[src/rtl/fetch_stage.sv]
// IF stage: single-outstanding instruction fetch, static next-PC prediction
// (JAL/branch taken), F predicted-PC register and the D-side pipeline register.
module fetch_stage #(
    parameter int unsigned      PC_WIDTH    = 32,
    parameter logic [PC_WIDTH-1:0] RESET_PC = '0,
    parameter int unsigned      INSTR_WIDTH = 32
) (
    input  logic                   clk_i,
    input  logic                   rst_i,
    input  logic [PC_WIDTH-1:0]    pc_i,
    input  logic                   redirect_i,
    input  logic                   stall_i,
    output logic                   imem_req_o,
    output logic [PC_WIDTH-1:0]    imem_addr_o,
    input  logic                   imem_gnt_i,
    input  logic                   imem_rvalid_i,
    input  logic [INSTR_WIDTH-1:0] imem_rdata_i,
    output logic [PC_WIDTH-1:0]    f_predPC_o,
    output logic [PC_WIDTH-1:0]    F_predPC_o,
    output logic                   D_valid_o,
    output logic [PC_WIDTH-1:0]    D_pc_o,
    output logic [INSTR_WIDTH-1:0] D_instr_o,
    output logic [PC_WIDTH-1:0]    D_delayPC_o,
    output logic [1:0]             dbg_state_o
);

    // Handshakes: a request is issued in any cycle where imem_req_o && imem_gnt_i;
    // responses return in order on imem_rvalid_i; the D register is held whenever
    // stall_i && D_valid_o, and holds its last delivery until replaced or flushed.

    typedef enum logic [1:0] {
        IDLE = 2'd0,
        WAIT = 2'd1,
        HOLD = 2'd2,
        DROP = 2'd3
    } state_t;

    state_t                 state_q;
    state_t                 state_d;
    logic [PC_WIDTH-1:0]    fetch_pc_q;
    logic [INSTR_WIDTH-1:0] hold_q;
    logic [INSTR_WIDTH-1:0] src_instr;
    logic [PC_WIDTH-1:0]    j_imm;
    logic [PC_WIDTH-1:0]    b_imm;
    logic                   can_load;
    logic                   issue;
    logic                   deliver;
    logic                   buffer;

    assign dbg_state_o = state_q;
    assign imem_addr_o = pc_i;
    assign can_load    = !stall_i || !D_valid_o;

    // Prediction always looks at the instruction that would be delivered now.
    assign src_instr = (state_q == HOLD) ? hold_q : imem_rdata_i;
    assign j_imm = {{(PC_WIDTH-21){src_instr[31]}}, src_instr[31], src_instr[19:12],
                    src_instr[20], src_instr[30:21], 1'b0};
    assign b_imm = {{(PC_WIDTH-13){src_instr[31]}}, src_instr[31], src_instr[7],
                    src_instr[30:25], src_instr[11:8], 1'b0};

    always_comb begin
        f_predPC_o = fetch_pc_q + PC_WIDTH'(4);
        case (src_instr[6:0])
            7'b1101111: f_predPC_o = fetch_pc_q + j_imm;
            7'b1100011: f_predPC_o = fetch_pc_q + b_imm;
            default:    f_predPC_o = fetch_pc_q + PC_WIDTH'(4);
        endcase
    end

    always_comb begin
        state_d    = state_q;
        deliver    = 1'b0;
        buffer     = 1'b0;
        imem_req_o = (state_q == IDLE) && !rst_i && (redirect_i || can_load);
        issue      = imem_req_o && imem_gnt_i;
        case (state_q)
            IDLE: begin
                if (issue) state_d = WAIT;
            end
            WAIT: begin
                if (redirect_i) begin
                    state_d = imem_rvalid_i ? IDLE : DROP;
                end else if (imem_rvalid_i) begin
                    if (can_load) begin
                        deliver = 1'b1;
                        state_d = IDLE;
                    end else begin
                        buffer  = 1'b1;
                        state_d = HOLD;
                    end
                end
            end
            HOLD: begin
                if (redirect_i) begin
                    state_d = IDLE;
                end else if (can_load) begin
                    deliver = 1'b1;
                    state_d = IDLE;
                end
            end
            DROP: begin
                // The response still owed to the flushed fetch retires here.
                if (imem_rvalid_i) state_d = IDLE;
            end
            default: state_d = IDLE;
        endcase
    end

    always_ff @(posedge clk_i) begin
        if (rst_i) begin
            state_q     <= IDLE;
            fetch_pc_q  <= '0;
            hold_q      <= '0;
            F_predPC_o  <= RESET_PC;
            D_valid_o   <= 1'b0;
            D_pc_o      <= '0;
            D_instr_o   <= '0;
            D_delayPC_o <= '0;
        end else begin
            state_q <= state_d;
            if (issue) fetch_pc_q <= pc_i;
            if (buffer) hold_q <= imem_rdata_i;
            if (redirect_i) begin
                D_valid_o  <= 1'b0;
                F_predPC_o <= pc_i;
            end else if (deliver) begin
                D_valid_o   <= 1'b1;
                D_pc_o      <= fetch_pc_q;
                D_instr_o   <= src_instr;
                D_delayPC_o <= fetch_pc_q + PC_WIDTH'(4);
                F_predPC_o  <= f_predPC_o;
            end
        end
    end

endmodule

[config.mk]
export PLATFORM = sky130hd
export DESIGN_NAME = fetch_stage
export DESIGN_NICKNAME = d
export VERILOG_FILES = /design/src/rtl/fetch_stage.sv
export SDC_FILE = /design/constraint.sdc
export NUM_CORES = 1
export LEC_CHECK = 0
export ABC_AREA = 1
export BUFFER_PORTS_ARGS = -buffer_cell sky130_fd_sc_hd__buf_4
export CAP_MARGIN = 20
export CORE_ASPECT_RATIO = 0.5
export CORE_MARGIN = 3
export CORE_UTILIZATION = 38
export CTS_CLUSTER_DIAMETER = 80
export CTS_CLUSTER_SIZE = 30
export DETAILED_ROUTE_END_ITERATION = 7
export GPL_TIMING_DRIVEN = 0
export SYNTH_ARGS = -nofsm -noshare
export SYNTH_HDL_FRONTEND = slang
export SYNTH_SLANG_ARGS = --single-unit
export TNS_END_PERCENT = 20
[constraint.sdc]
create_clock -name clk_i -period 7.5 [get_ports clk_i]
set_input_delay 1.125 -clock clk_i [delete_from_list [all_inputs] [get_ports clk_i]]
set_output_delay 1.125 -clock clk_i [all_outputs]
set_load 0.005 [all_outputs]
==> flow_metrics.tcl <==
set metrics [dict create \
    yosys_warnings 0 \
    finalHoldViolCount 0 \
    via_per_inst 5.104 \
    cts_tree "built" \
    clock_sinks 193 \
    required_ns 6.38 \
    fp.dieW_um 249.9 \
    drive_gt1_frac 0.1917 \
    p_sw_uw 1697 \
    drt-wirelength-per-cell_um 19.56 \
    grt_max_degree 19 \
    endpoint_kind "output pin" \
    synth-xor-area-share 0.01705 \
    rsz0062_at_grt "no" \
    first_iter_violations 1151 \
    drt_wl_total_mm 46.86 \
    n_antenna_cell 0 \
    ctsHoldBuffers 0 \
    drc_errors 0 \
    synthMuxAreaShare 0.005314 \
    critPathMostFrequentCell "nand2_1" \
    synth_fa_ha_area_frac 0.04384 \
    final_antenna_net_count 0 \
    synth-compound-area-share 0.1904 \
    finalSetupViolCount 0 \
    rows 43 \
    hp-start "D_instr_o[15]" \
    clock_latency_ns 0.46 \
    power_density_nw_per_um2 275.9 \
    power_leakage_uw 0.007134 \
    clkTransAtPathRegs_ns 0.08 \
    synth-main-ff-cell "dfxtp_1" \
    skew_ns 0.01062 \
    synth_area_per_cell_um2 6.579 \
    drt_pass1_iterations 7 \
    io_pins 266 \
    worst_pin_slew_ns 0.9392 \
    track_usage 0.2851 \
    fin_nets 2110 \
    synth-edff-count 0 \
    crit_slowest_cell "o21ai_0" \
    fin_crit_ns 6.151 \
    finalWeightedCongestion 0.9596 \
    async_reset_ff_frac 0 \
    ctsRootBufferMaster "clkbuf_16" \
    ys_seq_elements 193 \
    post_cts_buffers 0 \
    die-area_um2 31970 \
    r2r_start "dbg_state_o[0]" \
    critPathMaxStageDelay_ns 0.67 \
    synthSimpleGateAreaFrac 0.2685 \
    start_util 0.3971 \
    yosysSeqAreaShare 0.3419 \
    grt_pass1_wl_mm 68.86 \
    cp-start-kind "register" \
    dr_total_vias 12230 \
    synth_top_family_by_area "simple AND/OR/NAND/NOR gates" \
    dieHeight_um 127.9 \
    syn-num-nets 1827 \
    internal-power_uw 2261 \
    status "finished, final reports clean" \
    max_freq_ghz 0.1626 \
    cp_max_fo 10 \
    cts_max_path_buffers 2 \
    p_comb_frac 0.438 \
    drv_slew 0 \
    max_slew_margin 0.3690 \
    cts_max_level 4 \
    fill_cells 2965 \
    grt_pass1_vias 11200 \
    maxCapViolations 0 \
    cts-resized-gates 0 \
    worstPathCellList "inv_1, ha_1, buf_6, nand2_1, nand2_1, nor3_2, nand2_2, nor2_4, clkinv_1, o21ai_0, ha_1, nand2_1, inv_1, a21oi_1, nand3_1, nand2_1, nand2_1, nand2_1, nand3_1, and2_1, buf_4" \
    ir_drop_mv 0.1881 \
    p_seq_frac 0.325 \
    coreArea_um2 28460 \
    hold_path_class "register to register" \
    fin_hold_ws_ns 0.4692 \
    cp.arrival_ns 5.03 \
    numCtsBuffers 17 \
    port_buffers 264 \
    pwr-share-clk 0.237 \
    area_growth_pct 26.90 \
    setup_tns_ns 0 \
    dp.final_hpwl_mm 38.46 \
    antenna_found_initial 0 \
    post-route-period-util 0.8201 \
    syn_area_um2 11300 \
    switching_share 0.4288 \
    synthCells 1718 \
    grt-ovfl-total 0 \
    synth_cell_types 50 \
    path_class "register to output pin" \
    crit_start "dbg_state_o[0]" \
]
## worst paths after layout
| path | slack [ns] | depth (start not counted) | to |
|---|---|---|---|
| worst max register to register | 2.87 | 21 | F_predPC_o[28] |
| worst max-delay path | 1.35 | 21 | f_predPC_o[28] |
| worst min-delay path | 0.47 | 2 | D_instr_o[15] |
| worst min register to register | 0.47 | 2 | D_instr_o[15] |
## synthesized netlist by cell type, types with 2 or more instances
cell type	count	area share
nand2_1	445	0.15
inv_1	237	0.079
dfxtp_1	193	0.34
o21ai_0	146	0.065
a21oi_1	143	0.063
nand3_1	114	0.050
nor2_1	113	0.038
clkbuf_1	49	0.016
ha_1	38	0.042
buf_4	35	0.023
a31oi_1	19	0.011
o211ai_1	18	0.012
a22o_1	17	0.013
o21ai_2	16	0.012
buf_2	15	0.0066
and2_1	13	0.0072
xor2_1	13	0.010
nor3_1	12	0.0053
xnor2_1	9	0.0070
nand4_1	8	0.0044
o21bai_1	8	0.0053
buf_1	7	0.0023
mux2i_1	6	0.0053
o21a_1	5	0.0033
nand2_2	4	0.0022
or2_2	4	0.0022
buf_6	3	0.0030
o21ai_1	3	0.0013
inv_2	2	0.00066
nor2_2	2	0.0011
nor3b_1	2	0.0013
## worst max-delay path, delay by kind of cell, from the launching register on
family / cells / cell delay, ns
AOI/OAI and AO/OA: 2 / 0.95
adders and majority gates: 2 / 0.63
buffers and inverters: 5 / 0.72
DFF: 1 / 0.39
and+or+nand+nor: 12 / 1.92
## area by class of cell
type,instances,area [um^2],share of cell area
clock buffers,18,429.2,0.02992
clock inverters,14,151.4,0.01056
inverters,241,907.1,0.06325
repair buffers,264,1982,0.1382
plain buffers,110,596.8,0.04161
well taps,382,478.0,0.03332
multi-input cells,1174,5934,0.4138
flip-flops and latches,193,3864,0.2694
## power groups by stage
stage | combinational [uW] | sequential, uW | clock, uW
after floorplan | 1020 | 1270 | 0
after global placement | 1710 | 1300 | 0
after detailed placement | 1710 | 1300 | 0
after CTS | 1710 | 1280 | 942
after global routing | 1910 | 1300 | 981
final | 1730 | 1290 | 937
## per-stage QoR
step | total power (uW) | worst slack, ns | instances | util | area (um^2)
CTS | 3939 | 1.434 | 2396 | 0.5039 | 14340
finish | 3958 | 1.349 | 2396 | 0.5039 | 14340
global route | 4193 | 1.061 | 2396 | 0.5039 | 14340
detailed placement | 3010 | 1.594 | 2364 | 0.4835 | 13760
floorplan | 2293 | 2.799 | 1718 | - | 11300
global placement | 3010 | 1.614 | 2364 | 0.4835 | 13760
## logic make-up after synthesis
logic type / after synthesis
simple gates: 726
flops: 193
compound gates: 381
buf+inv: 351
fa+ha+maj: 39
xor+xnor: 22
mux: 6
## flip-flops by register name, summed over array words and instances, names as in the netlist
signal,count
D_instr_o,32
fetch_pc_q,32
dbg_state_o,2
D_pc_o,32
hold_q,32
D_valid_o,1
D_delayPC_o,30
F_predPC_o,32
## cell usage in the layout, fill, tap and decap left out, types with 4 or more instances in the layout
| master | netlist | routed |
|---|---|---|
| or2_2 | 4 | 4 |
| a31oi_1 | 19 | 19 |
| o21ai_2 | 16 | 16 |
| buf_2 | 15 | 15 |
| a21oi_1 | 143 | 143 |
| nand2_1 | 445 | 445 |
| nand4_1 | 8 | 8 |
| a22o_1 | 17 | 17 |
| inv_1 | 237 | 237 |
| clkbuf_16 | 0 | 17 |
| xnor2_1 | 9 | 9 |
| buf_4 | 35 | 299 |
| ha_1 | 38 | 38 |
| dfxtp_1 | 193 | 193 |
| clkbuf_1 | 49 | 50 |
| nand3_1 | 114 | 114 |
| buf_1 | 7 | 7 |
| o211ai_1 | 18 | 18 |
| o21ai_0 | 146 | 146 |
| o21bai_1 | 8 | 8 |
| o21a_1 | 5 | 5 |
| nor3_1 | 12 | 12 |
| mux2i_1 | 6 | 6 |
| nor2_1 | 113 | 113 |
| and2_1 | 13 | 13 |
| xor2_1 | 13 | 13 |
| nand2_2 | 4 | 4 |
## metal layers
| metal | vias to the layer above | part of all wire | track usage |
|---|---|---|---|
| met1 | 5657 | 0.46 | 0.3989 |
| met2 | 450 | 0.44 | 0.4517 |
| met5 | - | 0 | 0 |
| li1 | 6072 | - | - |
| met4 | 0 | 0.016 | 0.06369 |
| met3 | 49 | 0.084 | 0.06122 |
Power figures use the tool's default switching activity.
